File: src/rtl/spi_master_core_if.sv
// Bus-side and SPI-side signal bundle for spi_master_core.
// The master modport is the core's view; the slave modport is the bus/pad side that drives requests and MISO.
interface spi_master_core_if;
  logic        enable_i;
  logic [31:0] spi_write_data_i;
  logic [2:0]  spi_write_data_bytes_valid_i;
  logic        spi_miso_i;
  logic        spi_mosi_o;
  logic        spi_clk_o;
  logic        spi_ss_o;
  logic [31:0] spi_read_data_o;
  logic [2:0]  spi_read_data_bytes_valid_o;

  modport master (
    input  enable_i,
    input  spi_write_data_i,
    input  spi_write_data_bytes_valid_i,
    input  spi_miso_i,
    output spi_mosi_o,
    output spi_clk_o,
    output spi_ss_o,
    output spi_read_data_o,
    output spi_read_data_bytes_valid_o
  );

  modport slave (
    output enable_i,
    output spi_write_data_i,
    output spi_write_data_bytes_valid_i,
    output spi_miso_i,
    input  spi_mosi_o,
    input  spi_clk_o,
    input  spi_ss_o,
    input  spi_read_data_o,
    input  spi_read_data_bytes_valid_o
  );
endinterface

File: src/rtl/spi_master_core.sv
// SPI mode-0 master, MSB first: shifts 1-4 bytes out on MOSI while capturing the same count from MISO.
// All outputs are registered; the next-state/output logic lives in a single combinational process.
module spi_master_core #(
  parameter int unsigned CLK_DIV = 2
) (
  input logic              clk_i,
  input logic              rst_i,
  spi_master_core_if.master bus
);

  localparam int unsigned DIV_W  = (CLK_DIV > 1) ? $clog2(CLK_DIV) : 1;
  localparam int unsigned DATA_W = 32;
  localparam int unsigned CNT_W  = 6;
  localparam int unsigned NB_W   = 3;

  typedef enum logic [2:0] {IDLE, SETUP, SHIFT, HOLD, DONE} state_t;

  state_t              state, state_nxt;
  logic [DIV_W-1:0]    div_cnt, div_cnt_nxt;
  logic [CNT_W-1:0]    bit_cnt, bit_cnt_nxt;
  logic [NB_W-1:0]     nbytes, nbytes_nxt;
  logic [DATA_W-1:0]   tx_sr, tx_sr_nxt;
  logic [DATA_W-1:0]   rx_sr, rx_sr_nxt;
  logic                sclk, sclk_nxt;
  logic                ss, ss_nxt;
  logic                mosi, mosi_nxt;
  logic [DATA_W-1:0]   rd_data, rd_data_nxt;
  logic [NB_W-1:0]     rd_bytes, rd_bytes_nxt;

  logic [NB_W-1:0]     req_bytes_c;
  logic [DATA_W-1:0]   tx_aligned_c;
  logic [CNT_W-1:0]    total_bits_c;
  logic                div_end_c;

  // Clamp the requested byte count to 4 and left-align the valid bytes so MOSI always comes from bit 31.
  always_comb begin
    req_bytes_c = (bus.spi_write_data_bytes_valid_i > NB_W'(4)) ? NB_W'(4)
                                                                : bus.spi_write_data_bytes_valid_i;
    case (req_bytes_c)
      NB_W'(1): tx_aligned_c = {bus.spi_write_data_i[7:0],  24'h000000};
      NB_W'(2): tx_aligned_c = {bus.spi_write_data_i[15:0], 16'h0000};
      NB_W'(3): tx_aligned_c = {bus.spi_write_data_i[23:0], 8'h00};
      default:  tx_aligned_c = bus.spi_write_data_i;
    endcase
  end

  assign total_bits_c = {nbytes, 3'b000};
  assign div_end_c    = (div_cnt == DIV_W'(CLK_DIV - 1));

  always_comb begin
    state_nxt    = state;
    div_cnt_nxt  = div_cnt;
    bit_cnt_nxt  = bit_cnt;
    nbytes_nxt   = nbytes;
    tx_sr_nxt    = tx_sr;
    rx_sr_nxt    = rx_sr;
    sclk_nxt     = sclk;
    ss_nxt       = ss;
    mosi_nxt     = mosi;
    rd_data_nxt  = rd_data;
    rd_bytes_nxt = rd_bytes;

    case (state)
      IDLE: begin
        if (bus.enable_i && (req_bytes_c != NB_W'(0))) begin
          nbytes_nxt   = req_bytes_c;
          tx_sr_nxt    = tx_aligned_c;
          mosi_nxt     = tx_aligned_c[DATA_W-1];
          ss_nxt       = 1'b0;
          rd_bytes_nxt = NB_W'(0);
          rx_sr_nxt    = DATA_W'(0);
          div_cnt_nxt  = DIV_W'(0);
          bit_cnt_nxt  = CNT_W'(0);
          state_nxt    = SETUP;
        end
      end

      SETUP: begin
        if (div_end_c) begin
          div_cnt_nxt = DIV_W'(0);
          sclk_nxt    = 1'b1;
          rx_sr_nxt   = {rx_sr[DATA_W-2:0], bus.spi_miso_i};
          state_nxt   = SHIFT;
        end else begin
          div_cnt_nxt = div_cnt + DIV_W'(1);
        end
      end

      // bit_cnt counts completed falling edges; the final low half-period runs out before HOLD.
      SHIFT: begin
        if (div_end_c) begin
          div_cnt_nxt = DIV_W'(0);
          if (!sclk) begin
            if (bit_cnt == total_bits_c) begin
              state_nxt = HOLD;
            end else begin
              sclk_nxt  = 1'b1;
              rx_sr_nxt = {rx_sr[DATA_W-2:0], bus.spi_miso_i};
            end
          end else begin
            sclk_nxt    = 1'b0;
            bit_cnt_nxt = bit_cnt + CNT_W'(1);
            if ((bit_cnt + CNT_W'(1)) != total_bits_c) begin
              tx_sr_nxt = tx_sr << 1;
              mosi_nxt  = tx_sr[DATA_W-2];
            end
          end
        end else begin
          div_cnt_nxt = div_cnt + DIV_W'(1);
        end
      end

      HOLD: begin
        if (div_end_c) begin
          div_cnt_nxt  = DIV_W'(0);
          ss_nxt       = 1'b1;
          mosi_nxt     = 1'b0;
          rd_data_nxt  = rx_sr;
          rd_bytes_nxt = nbytes;
          state_nxt    = DONE;
        end else begin
          div_cnt_nxt = div_cnt + DIV_W'(1);
        end
      end

      // A held request yields one transfer; re-arm only after enable drops.
      DONE: begin
        if (!bus.enable_i) begin
          state_nxt = IDLE;
        end
      end

      default: state_nxt = IDLE;
    endcase
  end

  always_ff @(posedge clk_i) begin
    if (rst_i) begin
      state    <= IDLE;
      div_cnt  <= DIV_W'(0);
      bit_cnt  <= CNT_W'(0);
      nbytes   <= NB_W'(0);
      tx_sr    <= DATA_W'(0);
      rx_sr    <= DATA_W'(0);
      sclk     <= 1'b0;
      ss       <= 1'b1;
      mosi     <= 1'b0;
      rd_data  <= DATA_W'(0);
      rd_bytes <= NB_W'(0);
    end else begin
      state    <= state_nxt;
      div_cnt  <= div_cnt_nxt;
      bit_cnt  <= bit_cnt_nxt;
      nbytes   <= nbytes_nxt;
      tx_sr    <= tx_sr_nxt;
      rx_sr    <= rx_sr_nxt;
      sclk     <= sclk_nxt;
      ss       <= ss_nxt;
      mosi     <= mosi_nxt;
      rd_data  <= rd_data_nxt;
      rd_bytes <= rd_bytes_nxt;
    end
  end

  assign bus.spi_mosi_o                  = mosi;
  assign bus.spi_clk_o                   = sclk;
  assign bus.spi_ss_o                    = ss;
  assign bus.spi_read_data_o             = rd_data;
  assign bus.spi_read_data_bytes_valid_o = rd_bytes;

endmodule

File: src/flat_wrapper.sv
// flat-port wrapper written by rule: the top's interface ports become plain ports
module spi_master_core_flat 
#(
  parameter int unsigned CLK_DIV = 2
)
  (clk_i, rst_i, bus_enable_i, bus_spi_write_data_i, bus_spi_write_data_bytes_valid_i, bus_spi_miso_i, bus_spi_mosi_o, bus_spi_clk_o, bus_spi_ss_o, bus_spi_read_data_o, bus_spi_read_data_bytes_valid_o);
  spi_master_core_if bus_i ();
  input logic clk_i;
  input logic rst_i;
  input wire logic [$bits(bus_i.enable_i)-1:0] bus_enable_i;
  input wire logic [$bits(bus_i.spi_write_data_i)-1:0] bus_spi_write_data_i;
  input wire logic [$bits(bus_i.spi_write_data_bytes_valid_i)-1:0] bus_spi_write_data_bytes_valid_i;
  input wire logic [$bits(bus_i.spi_miso_i)-1:0] bus_spi_miso_i;
  output wire logic [$bits(bus_i.spi_mosi_o)-1:0] bus_spi_mosi_o;
  output wire logic [$bits(bus_i.spi_clk_o)-1:0] bus_spi_clk_o;
  output wire logic [$bits(bus_i.spi_ss_o)-1:0] bus_spi_ss_o;
  output wire logic [$bits(bus_i.spi_read_data_o)-1:0] bus_spi_read_data_o;
  output wire logic [$bits(bus_i.spi_read_data_bytes_valid_o)-1:0] bus_spi_read_data_bytes_valid_o;
  assign bus_i.enable_i = bus_enable_i;
  assign bus_i.spi_write_data_i = bus_spi_write_data_i;
  assign bus_i.spi_write_data_bytes_valid_i = bus_spi_write_data_bytes_valid_i;
  assign bus_i.spi_miso_i = bus_spi_miso_i;
  assign bus_spi_mosi_o = bus_i.spi_mosi_o;
  assign bus_spi_clk_o = bus_i.spi_clk_o;
  assign bus_spi_ss_o = bus_i.spi_ss_o;
  assign bus_spi_read_data_o = bus_i.spi_read_data_o;
  assign bus_spi_read_data_bytes_valid_o = bus_i.spi_read_data_bytes_valid_o;
  spi_master_core #(.CLK_DIV(CLK_DIV)) u_core (.clk_i(clk_i), .rst_i(rst_i), .bus(bus_i));
endmodule
File: config.mk
export PLATFORM = sky130hd
export DESIGN_NAME = spi_master_core_flat
export DESIGN_NICKNAME = d
export VERILOG_FILES = /design/src/rtl/spi_master_core_if.sv /design/src/rtl/spi_master_core.sv /design/src/flat_wrapper.sv
export SDC_FILE = /design/constraint.sdc
export NUM_CORES = 1
export LEC_CHECK = 0
export CORE_MARGIN = 5
export CORE_UTILIZATION = 40
export CTS_CLUSTER_SIZE = 25
export DETAILED_ROUTE_END_ITERATION = 16
export SLEW_MARGIN = 15
export SYNTH_ARGS = -nofsm -noshare
export SYNTH_HDL_FRONTEND = slang
export SYNTH_SLANG_ARGS = --single-unit
File: constraint.sdc
create_clock -name clk_i -period 5.2 [get_ports clk_i]
set_input_delay 0.52 -clock clk_i [delete_from_list [all_inputs] [get_ports clk_i]]
set_output_delay 0.52 -clock clk_i [all_outputs]
set_load 0.01 [all_outputs]
After elaboration in Yosys (flattened, before gate mapping)
Index checks and enable logic that the tools add are counted.
W data, S select, Z words.
Word-level totals
  register bits: 114
  output and inout port bits: 38
Operators by class
  add/sub/neg operators: 2
  magnitude comparators: 1
  eq/ne operators: 19
  mux-type cells: 43
  reduce and logical (&&, ||, !) cells: 20
Operator list (number)
  $pmux W32 S3: 2
  $mux W32: 5
  $mux W31: 4
  $pmux W31 S2: 1
  $mux W3: 10
  $mux W6: 3
  $pmux W3 S5: 1
  $ne A2 B1 Y1 const B: 7
  $eq A3 B2 Y1 const B: 4
  $pmux W6 S2: 1
  $reduce_and A6 Y1: 2
  $mux W1: 11
  $reduce_bool A3 Y1: 3
  $reduce_bool A2 Y1: 4
  $reduce_and A7 Y1: 1
  $add A6 B1 Y6 const B: 1
  $eq A3 B1 Y1 const B: 2
  $eq A6 B6 Y1: 1
  $ne A2 B2 Y1 const B: 3
  $ne A6 B6 Y1: 1
  $pmux W1 S2: 3
  $pmux W3 S2: 1
  $reduce_and A2 Y1: 3
  $reduce_and A3 Y1: 2
  other kinds (9): 9

Logic depth before layout (Yosys ltp)
  word-level depth: 6
  depth in mapped cells: 9
  depth with buffers taken out: 7

Worst setup path after synthesis
OpenSTA, ideal clock, no wires.
  path type: in2reg
  from: input port bus_spi_write_data_bytes_valid_i[0]
  to: register u_core.tx_sr[8]
  arrival: 1.800 ns
  slack: 3.313 ns
  stages: 6
  cell sequence: o31ai_1 > or4_1 > and2_1 > clkbuf_2 > or4_1 > o31ai_1
On the way
  word-level cells in the longest chain between the ends: 6
RTL lines
  start: declaration: RTL line flat_wrapper.sv:12  | input wire logic [$bits(bus_i.spi_write_data_bytes_valid_i)-1:0] bus_spi_write_data_bytes_valid_i;
  $gt A3 B3 Y1: RTL line spi_master_core.sv:37  | req_bytes_c = (bus.spi_write_data_bytes_valid_i > NB_W'(4)) ? NB_W'(4)
  $mux W3 (*): RTL line spi_master_core.sv:37
  $eq A3 B2 Y1 (tied with other cells): RTL line spi_master_core.sv:39  | case (req_bytes_c)
  $pmux W32 S3 / $logic_and A1 B1 Y1 (equally long branches): RTL line spi_master_core.sv:39, spi_master_core.sv:65
  $mux W31 / $ne A2 B1 Y1 (equally long branches)
  $pmux W31 S2 / $reduce_and A5 Y1 (equally long branches)
  end signal: assignment: RTL line spi_master_core.sv:155  | tx_sr <= tx_sr_nxt;
  end: declaration: RTL line spi_master_core.sv:22  | logic [DATA_W-1:0] tx_sr, tx_sr_nxt;
Every way passes the cells marked *; elsewhere a longest branch is shown, timed or not. The select of a mux whose other input is x is not followed.
A chain may end at the register's enable or synchronous reset.

Worst setup path in the final report
  from: input port bus_spi_write_data_bytes_valid_i[1]
  to: register u_core.tx_sr[6]
The elaborated chain is that of the path after synthesis.

==> flow_metrics.env <==
export IMPL_fin_crit_ns=3.41
export IMPL_clock_path_buffers=2
export IMPL_first_iter_violations=337
export IMPL_clkSinkCount=114
export IMPL_cp_slowest_cell="clkdlybuf4s50_1"
export IMPL_nFillCells=1262
export IMPL_synth_edf_count=0
export IMPL_gp_congestion=0.870
export IMPL_cts_tree="yes"
export IMPL_ctsHoldBuffers=0
export IMPL_gr_usage_all_layers_pct=17.7
export IMPL_cts_root_buffer="clkbuf_16"
export IMPL_dpl_hpwl_um=9010
export IMPL_fin_util_pct=51.2
export IMPL_drt_wl_total_um=13800
export IMPL_power_total_mw=2.36
export IMPL_rsz0062_at_grt="false"
export IMPL_post_cts_setup_buffer_count=0
export IMPL_num_vias=4890
export IMPL_yosysTopAreaCell="dfxtp_1"
export IMPL_die_w_um=125
export IMPL_worstSetupStartpointType="input port"
export IMPL_clkTransAtPathRegs_ns=0.05
export IMPL_finalNetCount=740
export IMPL_ys_seq_area_share_pct=42.9
export IMPL_reg2reg_depth=4
export IMPL_cp_slowest_stage_delay_ns=1.05
export IMPL_ys_ff_latch=114
export IMPL_synth_ff_type="dfxtp_1"
export IMPL_grt_start_max_net_pins=97
export IMPL_syn_num_nets=699
export IMPL_power_leakage_nw=2.21
export IMPL_synth_common_cells="dfxtp_1, nand2_1, a21oi_1, o21ai_0, nand3_1"
export IMPL_coreArea_mm2=0.0131
export IMPL_slew_headroom_pct=29.2
export IMPL_worst_clock_skew_ns=0.00845
export IMPL_tightestPinTransition_ns=1.06
export IMPL_h_tree_depth=4
export IMPL_antenna_found_initial=0
export IMPL_num_antenna_cells=0
export IMPL_synth_area_per_cell_um2=8.09
export IMPL_yosys_warnings=0
export IMPL_crit_required_ns=5.52
export IMPL_whs_ns=0.451
export IMPL_fin_setup_tns_ns=0
export IMPL_drv_slew=0
export IMPL_peakVddDrop_v=0.000201
export IMPL_grt_pass1_wl_um=23000
export IMPL_yosysMostFrequentCell="dfxtp_1"
export IMPL_setup_slack_ns=1.79
export IMPL_start_util_pct=40.5
export IMPL_rows=42
export IMPL_postSynthCellCount=657
export IMPL_power_density_mw_per_mm2=351
export IMPL_whs_path_depth=2
export IMPL_grt_ovfl_total=0
export IMPL_final_area_mm2=0.00673
export IMPL_post_dp_cell_area_mm2=0.00610
export IMPL_async_flop_share_pct=0
export IMPL_drc=0
export IMPL_synth_top_area_share_pct=42.9
export IMPL_synth_distinct_cells=55
export IMPL_fp_dieArea_mm2=0.0157
export IMPL_grt_pass1_vias=4709
export IMPL_ioPinCount=77
export IMPL_hold_viol_final=0
export IMPL_syn2layout_area_growth_pct=26.5
export IMPL_dp_cells=854
export IMPL_cp_max_fo=30
export IMPL_netlist_area_mm2=0.00532
export IMPL_arrival_ns=3.73
export IMPL_ant_nets=0
export IMPL_die_height_um=125
export IMPL_place_ws_ns=1.42
export IMPL_fmax_ghz=0.293
export IMPL_clk_latency_ns=0.42
export IMPL_synthTopCellsByArea="dfxtp_1, a21oi_1, nand2_1"
export IMPL_path_class="in -> reg"
export IMPL_min_path_type="reg -> reg"
export IMPL_drtPass1Iterations=7
export IMPL_outcome="finished clean"
export IMPL_cap_violations=0
export IMPL_fin_cells=887
export IMPL_timing_final_crit_share_pct=65.6
export IMPL_routed_via_density=5.51
export IMPL_wl_per_cell_um=15.5
export IMPL_portBuffers=76
export IMPL_crit_chain="clkdlybuf4s50_1 -> o31ai_1 -> or4_1 -> nand2_1 -> a21oi_1 -> a311oi_1"
export IMPL_drive_gt1_share_pct=8.02
export IMPL_end_kind="register"
export IMPL_cts_made_buffers=17
export IMPL_setup_violations=0
export IMPL_ctsResizeCount=0
==> routing by layer <==
layer  part of all wire (%)  vias up  global-route usage, %
met5                      0        -                      0
met4                    2.7        0                   8.93
met3                    4.4       27                   4.26
met2                     46      118                   27.2
met1                     47     2306                   23.2
li1                       -     2439                      -
==> cell usage in the layout, fill, tap and decap left out, types with 15 or more instances in the layout <==
cell	count
a221oi_1	15
nand2b_1	37
clkbuf_16	17
o21ai_0	59
clkdlybuf4s50_1	75
nor2_1	22
a21oi_1	83
nand3_1	45
nand2_1	86
dfxtp_1	114
==> final timing paths <==
kind                                             from                              to  slack (ns)
setup / recovery  bus_spi_write_data_bytes_valid_i[1]                 u_core.tx_sr[6]        1.79
hold / removal         u_core.bus.spi_read_data_o[12]  u_core.bus.spi_read_data_o[12]        0.45
setup reg to reg                      u_core.state[2]                 u_core.tx_sr[6]        2.51
hold reg to reg        u_core.bus.spi_read_data_o[12]  u_core.bus.spi_read_data_o[12]        0.45
==> worst max-delay path: cells and delay by family <==
kind	cells	cell delay, ns
AO/OA/AOI/OAI	3	0.63
buffers and inverters	1	1.05
AND/OR/NAND/NOR	2	1.51
==> state kept, by name, summed over array words and instances (netlist names) <==
| register | count |
|---|---|
| u_core.bus.spi_read_data_o | 32 |
| u_core.rx_sr | 32 |
| u_core.tx_sr | 31 |
| u_core.bit_cnt | 6 |
| u_core.bus.spi_read_data_bytes_valid_o | 3 |
| u_core.nbytes | 3 |
| u_core.state | 3 |
| u_core.bus.spi_clk_o | 1 |
| u_core.bus.spi_mosi_o | 1 |
| u_core.bus.spi_ss_o | 1 |
| u_core.div_cnt | 1 |
==> cell type report <==
cell class	instances	area, um2	area share [%]
Clock inverter	12	156	2.32
Inverter	11	41.3	0.614
Sequential cell	114	2280	33.9
Multi-Input combinational cell	470	2750	40.8
Clock buffer	20	457	6.79
Tap cell	176	220	3.27
Timing Repair Buffer	84	826	12.3
==> logic make-up after synthesis <==
kind of cell / count (synthesis) / share of synthesized area, %
AOI/OAI and AO/OA: 224 / 26.6
xor gates and xnor gates: 8 / 1.32
adders and majority gates: 3 / 0.706
buffers and inverters: 73 / 5.81
DFF: 114 / 42.9
muxes: 11 / 2.26
and+or+nand+nor: 224 / 20.4
==> power by group <==
group / internal, mW / switching [mW]
clock: 0.778 / 0.414
combinational: 0.101 / 0.143
sequential: 0.902 / 0.0205
Note: power is estimated with default switching activity, not from simulation.
